--- src/rtl/readout_pkg.sv ---
// readout_pkg
//   Shared definitions for the readout window classifier:
//   - controller state encoding
//   - derived width helpers (sample width after shift, accumulator width,
//     feature width)
//   - bit positions of the I and Q fields inside the 32-bit stream word
//   - prediction code written to BRAM when the NN core never answers
package readout_pkg;

  typedef enum logic [2:0] {
    ST_IDLE    = 3'd0,
    ST_ACCUM   = 3'd1,
    ST_ISSUE   = 3'd2,
    ST_WAIT_NN = 3'd3,
    ST_STORE   = 3'd4
  } state_e;

  // Stream word layout: I in [31:18], Q in [17:4], [3:0] padding.
  localparam int TDATA_I_MSB = 31;
  localparam int TDATA_I_LSB = 18;
  localparam int TDATA_Q_MSB = 17;
  localparam int TDATA_Q_LSB = 4;

  // All-ones prediction marks a shot whose NN result timed out.
  localparam logic [31:0] TIMEOUT_PRED = '1;

  // Width of one sample after dropping SHIFT_M LSBs.
  function automatic int calc_iqw(input int iq_width_in, input int shift_m);
    return iq_width_in - shift_m;
  endfunction

  // Accumulator width: enough headroom for WINDOW_LEN signed samples.
  function automatic int calc_acc_w(input int iq_width_in, input int shift_m,
                                    input int window_len);
    return calc_iqw(iq_width_in, shift_m) + $clog2(window_len);
  endfunction

  // Feature width after dropping SHIFT_N LSBs of each window sum.
  function automatic int calc_feat_w(input int iq_width_in, input int shift_m,
                                     input int window_len, input int shift_n);
    return calc_acc_w(iq_width_in, shift_m, window_len) - shift_n;
  endfunction

endpackage

--- src/rtl/window_accumulator.sv ---
// window_accumulator
//   Running signed sum of one channel (I or Q) over one window.
//   Ports:
//     ap_clk, ap_rst_n : clock, asynchronous active-low reset
//     clr              : synchronous clear of the sum (wins over en)
//     en               : add sample this cycle
//     sample [IQW]     : signed shifted sample, sign-extended before the add
//     acc [ACC_W]      : current sum
module window_accumulator #(
  parameter int IQW   = 5,
  parameter int ACC_W = 13
) (
  input  logic             ap_clk,
  input  logic             ap_rst_n,
  input  logic             clr,
  input  logic             en,
  input  logic [IQW-1:0]   sample,
  output logic [ACC_W-1:0] acc
);

  logic [ACC_W-1:0] acc_q;
  logic [ACC_W-1:0] acc_d;
  logic [ACC_W-1:0] sample_ext;

  assign sample_ext = {{(ACC_W - IQW){sample[IQW-1]}}, sample};

  always_comb begin
    acc_d = acc_q;
    if (clr) begin
      acc_d = '0;
    end else if (en) begin
      acc_d = acc_q + sample_ext;
    end
  end

  always_ff @(posedge ap_clk or negedge ap_rst_n) begin
    if (!ap_rst_n) begin
      acc_q <= '0;
    end else begin
      acc_q <= acc_d;
    end
  end

  assign acc = acc_q;

endmodule

--- src/rtl/readout_window_classifier.sv ---
// readout_window_classifier
//   Captures one trigger-delimited shot of I/Q samples, accumulates each of
//   NUM_WINDOWS windows on the fly, hands the shifted window sums to an NN
//   core and writes the returned prediction to BRAM at a wrapping address.
//   Ports:
//     ap_clk, ap_rst_n     : clock, asynchronous active-low reset
//     trigger              : shot start (level sampled in IDLE)
//     clear                : sync clear of write address, drop_count, timeout_flag
//     in_TDATA, in_TVALID  : readout stream (no back-pressure)
//     feat_data, feat_valid: feature vector and its one-cycle strobe
//     nn_pred, nn_pred_valid : NN result
//     out_ADDR/DATA/WE     : BRAM write port
//     busy                 : high whenever not IDLE
//     drop_count           : saturating count of triggers ignored while busy
//     timeout_flag         : sticky NN timeout indicator
//     dbg_state_o          : controller state for observation
//
//   Handshake semantics: the input stream has no ready, so every cycle with
//   in_TVALID=1 in ACCUM is a consumed sample; feat_valid is a single-cycle
//   strobe with no ready; nn_pred is taken on the first WAIT_NN cycle in which
//   nn_pred_valid=1 and ignored in every other state.
module readout_window_classifier
  import readout_pkg::*;
#(
  parameter int NUM_WINDOWS    = 2,
  parameter int WINDOW_LEN     = 200,
  parameter int IQ_WIDTH_IN    = 14,
  parameter int SHIFT_M        = 9,
  parameter int SHIFT_N        = 1,
  parameter int PRED_BITS      = 2,
  parameter int BRAM_ADDR_BITS = 14,
  parameter int NN_TIMEOUT     = 64
) (
  input  logic                      ap_clk,
  input  logic                      ap_rst_n,
  input  logic                      trigger,
  input  logic                      clear,
  input  logic [31:0]               in_TDATA,
  input  logic                      in_TVALID,
  output logic [2*NUM_WINDOWS*calc_feat_w(IQ_WIDTH_IN, SHIFT_M, WINDOW_LEN, SHIFT_N)-1:0] feat_data,
  output logic                      feat_valid,
  input  logic [PRED_BITS-1:0]      nn_pred,
  input  logic                      nn_pred_valid,
  output logic [BRAM_ADDR_BITS-1:0] out_ADDR,
  output logic [PRED_BITS-1:0]      out_DATA,
  output logic                      out_WE,
  output logic                      busy,
  output logic [15:0]               drop_count,
  output logic                      timeout_flag,
  output logic [2:0]                dbg_state_o
);

  localparam int IQW    = calc_iqw(IQ_WIDTH_IN, SHIFT_M);
  localparam int ACC_W  = calc_acc_w(IQ_WIDTH_IN, SHIFT_M, WINDOW_LEN);
  localparam int FEAT_W = calc_feat_w(IQ_WIDTH_IN, SHIFT_M, WINDOW_LEN, SHIFT_N);
  localparam int BUS_W  = 2 * NUM_WINDOWS * FEAT_W;
  localparam int CNT_W  = $clog2(WINDOW_LEN);
  localparam int WIN_W  = (NUM_WINDOWS > 1) ? $clog2(NUM_WINDOWS) : 1;
  localparam int WAIT_W = $clog2(NN_TIMEOUT + 1);

  localparam logic [CNT_W-1:0]  LAST_SAMP = CNT_W'(WINDOW_LEN - 1);
  localparam logic [WIN_W-1:0]  LAST_WIN  = WIN_W'(NUM_WINDOWS - 1);
  localparam logic [WAIT_W-1:0] LAST_WAIT = WAIT_W'(NN_TIMEOUT - 1);

  state_e state_q, state_d;

  logic [CNT_W-1:0]          samp_cnt_q, samp_cnt_d;
  logic [WIN_W-1:0]          win_idx_q, win_idx_d;
  logic [WAIT_W-1:0]         wait_cnt_q, wait_cnt_d;
  logic [BUS_W-1:0]          feat_q, feat_d;
  logic [PRED_BITS-1:0]      pred_q, pred_d;
  logic [BRAM_ADDR_BITS-1:0] addr_q, addr_d;
  logic [15:0]               drop_q, drop_d;
  logic                      tflag_q, tflag_d;

  logic acc_clr;
  logic accept;
  logic shot_done;
  logic nn_timeout;

  logic [IQW-1:0] samp_i;
  logic [IQW-1:0] samp_q;

  logic [NUM_WINDOWS-1:0][ACC_W-1:0] acc_i_w;
  logic [NUM_WINDOWS-1:0][ACC_W-1:0] acc_q_w;
  logic [BUS_W-1:0]                  feat_pack;
  logic                              unused_bits;

  // Top IQW bits of each field == arithmetic shift right by SHIFT_M.
  assign samp_i = in_TDATA[TDATA_I_MSB -: IQW];
  assign samp_q = in_TDATA[TDATA_Q_MSB -: IQW];

  assign shot_done  = (samp_cnt_q == LAST_SAMP) && (win_idx_q == LAST_WIN);
  assign nn_timeout = (wait_cnt_q == LAST_WAIT);

  // One I and one Q accumulator per window; only the window selected by
  // win_idx_q sees enable, so a sample can never land in another window.
  for (genvar w = 0; w < NUM_WINDOWS; w++) begin : g_win
    logic win_en;
    assign win_en = accept && (win_idx_q == WIN_W'(w));

    window_accumulator #(.IQW(IQW), .ACC_W(ACC_W)) u_acc_i (
      .ap_clk   (ap_clk),
      .ap_rst_n (ap_rst_n),
      .clr      (acc_clr),
      .en       (win_en),
      .sample   (samp_i),
      .acc      (acc_i_w[w])
    );

    window_accumulator #(.IQW(IQW), .ACC_W(ACC_W)) u_acc_q (
      .ap_clk   (ap_clk),
      .ap_rst_n (ap_rst_n),
      .clr      (acc_clr),
      .en       (win_en),
      .sample   (samp_q),
      .acc      (acc_q_w[w])
    );

    assign feat_pack[(2*w)*FEAT_W +: FEAT_W]   = acc_i_w[w][ACC_W-1:SHIFT_N];
    assign feat_pack[(2*w+1)*FEAT_W +: FEAT_W] = acc_q_w[w][ACC_W-1:SHIFT_N];
  end

  // Padding bits of the stream word and the dropped sum LSBs are not needed.
  assign unused_bits = ^{in_TDATA, acc_i_w, acc_q_w};

  // Controller next-state
  always_comb begin
    state_d = state_q;
    acc_clr = 1'b0;
    accept  = 1'b0;
    case (state_q)
      ST_IDLE: begin
        if (trigger) begin
          state_d = ST_ACCUM;
          acc_clr = 1'b1;
        end
      end
      ST_ACCUM: begin
        if (in_TVALID) begin
          accept = 1'b1;
          if (shot_done) begin
            state_d = ST_ISSUE;
          end
        end
      end
      ST_ISSUE: begin
        state_d = ST_WAIT_NN;
      end
      ST_WAIT_NN: begin
        if (nn_pred_valid || nn_timeout) begin
          state_d = ST_STORE;
        end
      end
      ST_STORE: begin
        state_d = ST_IDLE;
      end
      default: begin
        state_d = ST_IDLE;
      end
    endcase
  end

  // Counters and output registers next-state
  always_comb begin
    samp_cnt_d = samp_cnt_q;
    win_idx_d  = win_idx_q;
    wait_cnt_d = wait_cnt_q;
    feat_d     = feat_q;
    pred_d     = pred_q;
    addr_d     = addr_q;
    drop_d     = drop_q;
    tflag_d    = tflag_q;

    if (acc_clr) begin
      samp_cnt_d = '0;
      win_idx_d  = '0;
    end else if (accept) begin
      if (samp_cnt_q == LAST_SAMP) begin
        samp_cnt_d = '0;
        win_idx_d  = (win_idx_q == LAST_WIN) ? '0 : win_idx_q + 1'b1;
      end else begin
        samp_cnt_d = samp_cnt_q + 1'b1;
      end
    end

    if (state_q == ST_ISSUE) begin
      feat_d     = feat_pack;
      wait_cnt_d = '0;
    end

    if (state_q == ST_WAIT_NN) begin
      wait_cnt_d = wait_cnt_q + 1'b1;
      // A result arriving on the timeout cycle still wins.
      if (nn_pred_valid) begin
        pred_d = nn_pred;
      end else if (nn_timeout) begin
        pred_d  = TIMEOUT_PRED[PRED_BITS-1:0];
        tflag_d = 1'b1;
      end
    end

    if (trigger && (state_q != ST_IDLE) && (drop_q != 16'hFFFF)) begin
      drop_d = drop_q + 16'd1;
    end

    // The STORE write itself uses addr_q; clear only affects what follows.
    if (state_q == ST_STORE) begin
      addr_d = addr_q + 1'b1;
    end

    if (clear) begin
      addr_d  = '0;
      drop_d  = '0;
      tflag_d = 1'b0;
    end
  end

  always_ff @(posedge ap_clk or negedge ap_rst_n) begin
    if (!ap_rst_n) begin
      state_q    <= ST_IDLE;
      samp_cnt_q <= '0;
      win_idx_q  <= '0;
      wait_cnt_q <= '0;
      feat_q     <= '0;
      pred_q     <= '0;
      addr_q     <= '0;
      drop_q     <= '0;
      tflag_q    <= 1'b0;
    end else begin
      state_q    <= state_d;
      samp_cnt_q <= samp_cnt_d;
      win_idx_q  <= win_idx_d;
      wait_cnt_q <= wait_cnt_d;
      feat_q     <= feat_d;
      pred_q     <= pred_d;
      addr_q     <= addr_d;
      drop_q     <= drop_d;
      tflag_q    <= tflag_d;
    end
  end

  // In ISSUE the accumulators already hold the final sums (they are
  // registers), so they drive the bus directly; feat_q holds the same value
  // from the next cycle until the following ISSUE.
  assign feat_data    = (state_q == ST_ISSUE) ? feat_pack : feat_q;
  assign feat_valid   = (state_q == ST_ISSUE);
  assign out_WE       = (state_q == ST_STORE);
  assign busy         = (state_q != ST_IDLE);
  assign out_ADDR     = addr_q;
  assign out_DATA     = pred_q;
  assign drop_count   = drop_q;
  assign timeout_flag = tflag_q;
  assign dbg_state_o  = state_q;

endmodule

--- config.mk ---
export PLATFORM = sky130hd
export DESIGN_NAME = readout_window_classifier
export DESIGN_NICKNAME = d
export VERILOG_FILES = /design/src/rtl/readout_pkg.sv /design/src/rtl/window_accumulator.sv /design/src/rtl/readout_window_classifier.sv
export SDC_FILE = /design/constraint.sdc
export NUM_CORES = 1
export LEC_CHECK = 0
export ABC_AREA = 1
export CORE_ASPECT_RATIO = 2
export CORE_MARGIN = 2
export CORE_UTILIZATION = 45
export DETAILED_ROUTE_END_ITERATION = 12
export HOLD_SLACK_MARGIN = 0.08
export PLACE_DENSITY_LB_ADDON = 0.15
export SLEW_MARGIN = 5
export SYNTH_ARGS = -nofsm -noshare
export SYNTH_HDL_FRONTEND = slang
export SYNTH_HIERARCHICAL = 1
export SYNTH_SLANG_ARGS = --single-unit
--- constraint.sdc ---
create_clock -name ap_clk -period 1.6 [get_ports ap_clk]
set_clock_uncertainty 0.05 [all_clocks]
set_input_delay 0.16 -clock ap_clk [delete_from_list [all_inputs] [get_ports ap_clk]]
set_output_delay 0.16 -clock ap_clk [all_outputs]
set_load 0.01 [all_outputs]
==> summary.txt <==
Timing
  • Setup-failing EPs final: 107
  • RSZ-0062 raised after global routing: true
  • FMAX: slightly above 500 MHz
  • Min cycle time layout: 1.956 ns
  • Setup ws final: -0.3561 ns
  • Worst slew margin: about 72%
  • Period utilisation layout: 122.3%
  • Worst Tran Pin Value: 0.4171 ns
  • Slew Viols, Final: 0
  • Hold Fails Final Rpt: 0
  • Final setup TNS: -19.88 ns

Layout
  • Antenna Cells: 0
  • Share of post-route cells with drive strength above 1: 30.84%
  • Final #Nets: around 1800
  • Final Instance Count excl. Fillers: 1968
  • Area Growth Syn to Fin: 50.98%
  • Final instance area: 14530 µm²

Outcome
  • Failing checks: setup timing
  • Status: complete, but fails checks

Place
  • Placed cells: 1874
  • Buffers on Ports: approximately 100
  • Hpwl dp: 19.82 mm
  • Post-DP Area: about 12000 µm²
  • Routability congestion estimate: 0.8600

Worst setup path
  • Critical path endpoint: feat_data[0]
  • CP Max Fanout: 11
  • CP required: 1.39 ns
  • Critical Setup Path Class: register to output pin
  • Worst Path Arrival: 1.75 ns
  • Flop-to-flop setup slack: -0.17 ns
  • Worst r2r dst: g_win[0].u_acc_q/acc[2]
  • Startpoint Class: register
  • Critical Path Source: dbg_state_o[2]
  • RR Startpoint: dbg_state_o[1]
  • Worst r2r path cells: 10
  • Worst Setup End Kind: output pin

Synth
  • Avg Synthesized Cell Area: 6.963 µm²
  • Mapped Nets: 1478
  • #FFs+latches synth: 152
  • Synthesized area: 9623 µm²
  • Syn Inst Count: 1382
  • Post-synth EDFFs: 0
  • Yosys warning count: 6
  • Register area share after synthesis: 39.53%
  • Unique cell type count in the Yosys netlist: 36
  • Post-synth top flop: dfrtp_1
  • Share of flip-flops with an asynchronous set or reset: 100.0%

Clock tree
  • Clock Tree Buf Depth: 2
  • # H-tree levels: 4
  • CTS buffer count: 17
  • CTS sink cnt: 152
  • Worst-Skew Late Latency: approximately 0.45 ns
  • Clk pin slew, worst setup/hold paths: 0.06 ns
  • Root buf cell: clkbuf_16
  • TritonCTS clock tree: yes

GRT
  • Initial antenna violation count: 0
  • First-pass GRT wire length: approximately 45 mm
  • Pin count of the biggest net entering global routing: 51
  • GRT overflow: 0
  • Via count of the first global-routing pass: 9863
  • GRT Total Usage: 25.11%

Floorplanning
  • Top Ports: roughly 130
  • # rows: 75
  • Die height: 210.8 µm
  • Die ar.: about 23000 µm²
  • Core box area: 21020 µm²
  • Initial core utilization: 45.78%
  • Die X: 107.4 µm

Power
  • Tot Pwr: roughly 23 mW
  • Pleak: 8.036 nW
  • Worst VDD drop: 1093 µV
  • Power Dens Cells: 1599 nW/µm²

Drt
  • Final ANT Viol Nets: 0
  • DR iter-0 viols: 436
  • Top Metal Used: met4
  • Wl on met1: 10.53 mm
  • Vias: 9859
  • Via-per-instance ratio: 5.010
  • Routed WL: 29.51 mm
  • Drt drc: 0
  • First-pass DRT Iterations: 6
  • Wire per inst: between 10 and 15 µm
  • Met2 routed WL: about 17 mm
  • WL met3: 885 µm

Flow run
  • Max Cap Viol: 0

Worst hold path
  • Worst hold path class: primary input to asynchronous set/reset pin
-- logic make-up after synthesis --
| logic type | synth area share, % |
|---|---|
| compound gates | 5.825 |
| xor+xnor | 1.001 |
| fa+ha+maj | 7.593 |
| buf+inv | 8.659 |
| flops | 39.53 |
| simple gates | 37.39 |
-- worst min path at each step --
stage / start / end / slack (ns) / cells past startpoint
finish: ap_rst_n / drop_count[12] / 0.1 / 2
global route: ap_rst_n / drop_count[12] / 0.11 / 2
CTS: ap_rst_n / drop_count[12] / 0.1 / 2
detailed placement: ap_rst_n / drop_count[12] / 0.006 / 1
global placement: ap_rst_n / drop_count[12] / 0.007 / 1
floorplan: ap_rst_n / dbg_state_o[0] / -0.19 / 0
-- synth_stat cells, types with 2 or more instances --
| cell | n | area [µm²] |
|---|---|---|
| nor2_1 | 106 | 397.9 |
| nand2_1 | 561 | 2106 |
| inv_1 | 186 | 698.2 |
| dfrtp_1 | 152 | 3804 |
| ha_1 | 52 | 650.6 |
| xor2_1 | 5 | 43.79 |
| inv_2 | 3 | 11.26 |
| nor2_4 | 3 | 33.78 |
| nand3_2 | 14 | 140.1 |
| a31oi_1 | 2 | 12.51 |
| a22o_1 | 4 | 35.03 |
| or2_2 | 9 | 56.30 |
| o21ai_1 | 14 | 70.07 |
| nand4_1 | 28 | 175.2 |
| nand3b_1 | 2 | 15.01 |
| nand2_2 | 13 | 81.33 |
| buf_4 | 4 | 30.03 |
| fa_1 | 4 | 80.08 |
| a21o_1 | 4 | 30.03 |
| clkbuf_1 | 6 | 22.52 |
| a21oi_1 | 39 | 195.2 |
| and2_1 | 4 | 25.02 |
| buf_2 | 12 | 60.06 |
| o22ai_1 | 2 | 12.51 |
| nor2_2 | 9 | 56.30 |
| xnor2_1 | 6 | 52.55 |
| nand3_1 | 92 | 460.4 |
| o21ai_0 | 27 | 135.1 |
| a32o_1 | 4 | 40.04 |
| nor3_1 | 9 | 45.04 |
-- layout make-up --
class | count | area, µm²
sequential | 152 | 3806
clock inverter | 10 | 127.6
timing repair buffer | 309 | 2994
tap | 269 | 336.6
multi-input combinational | 1018 | 6075
inverter | 189 | 739.5
clock buffer | 21 | 450.4
fill | 1751 | 6491
-- state kept, by name, summed over array words and instances, names as in the netlist, 2 cells and up --
register	count
samp_cnt_q	8
wait_cnt_q	7
dbg_state_o	3
out_DATA	2
out_ADDR	14
feat_q	48
g_win.u_acc_q/acc	26
g_win.u_acc_i/acc	26
drop_count	16
-- cells in the final DEF (no fill, tap or decap), types with 16 or more instances in the layout --
cell type and count:
nor2_1 84, clkdlybuf4s50_1 19, nand3_2 20, o21ai_1 25, nand3_1 77, inv_1 169, ha_1 31, buf_4 154
nand2_1 463, buf_6 67, nor2_2 18, dlygate4sd2_1 26, clkbuf_16 22, nand2_4 63, nand4_1 28, dfrtp_1 150
nand2_2 47, nor2_4 16, a21oi_1 36
-- metal layers --
metal	up-vias	track usage [%]
met4	0	13.04
met5	-	0
met1	4648	24.58
li1	4942	-
met2	188	48.84
met3	81	4.165
-- timing repair --
item                                   in CTS  in global routing
cloned                                      3                  6
hold buffers                                1                  0
resized for setup                         396                231
pin swaps                                  25                 73
endpoints found under the hold margin     152                  0
setup buffers                              16                 38
setup endpoints to repair                 138                145
-- critical path: stages, from the launching register on --
cell	delay [ns]
dfrtp_1	0.38
inv_2	0.08
nand2_4	0.06
inv_4	0.07
nand2_8	0.08
buf_4	0.17
clkbuf_16	0.17
nand2_1	0.11
nand2_4	0.06
buf_6	0.11
-- report_power, final --
group	switching, mW	total, mW	internal, mW
logic	6.97	13.4	6.39
clock network	1.61	4.08	2.46
registers	0.787	5.79	5.00
-- stage by stage --
stage          utilization (%)  hold slack (ns)  worst slack [ns]
2_1_floorplan                -          -0.1856          0.009097
3_3_place_gp             57.38         0.006865           -0.4741
3_5_place_dp             57.38         0.005622           -0.4906
4_1_cts                  62.38          0.09905           -0.3926
5_1_grt                  69.12           0.1129           -0.4078
6_report                 69.12          0.09676           -0.3561
Power figures use the tool's default switching activity.
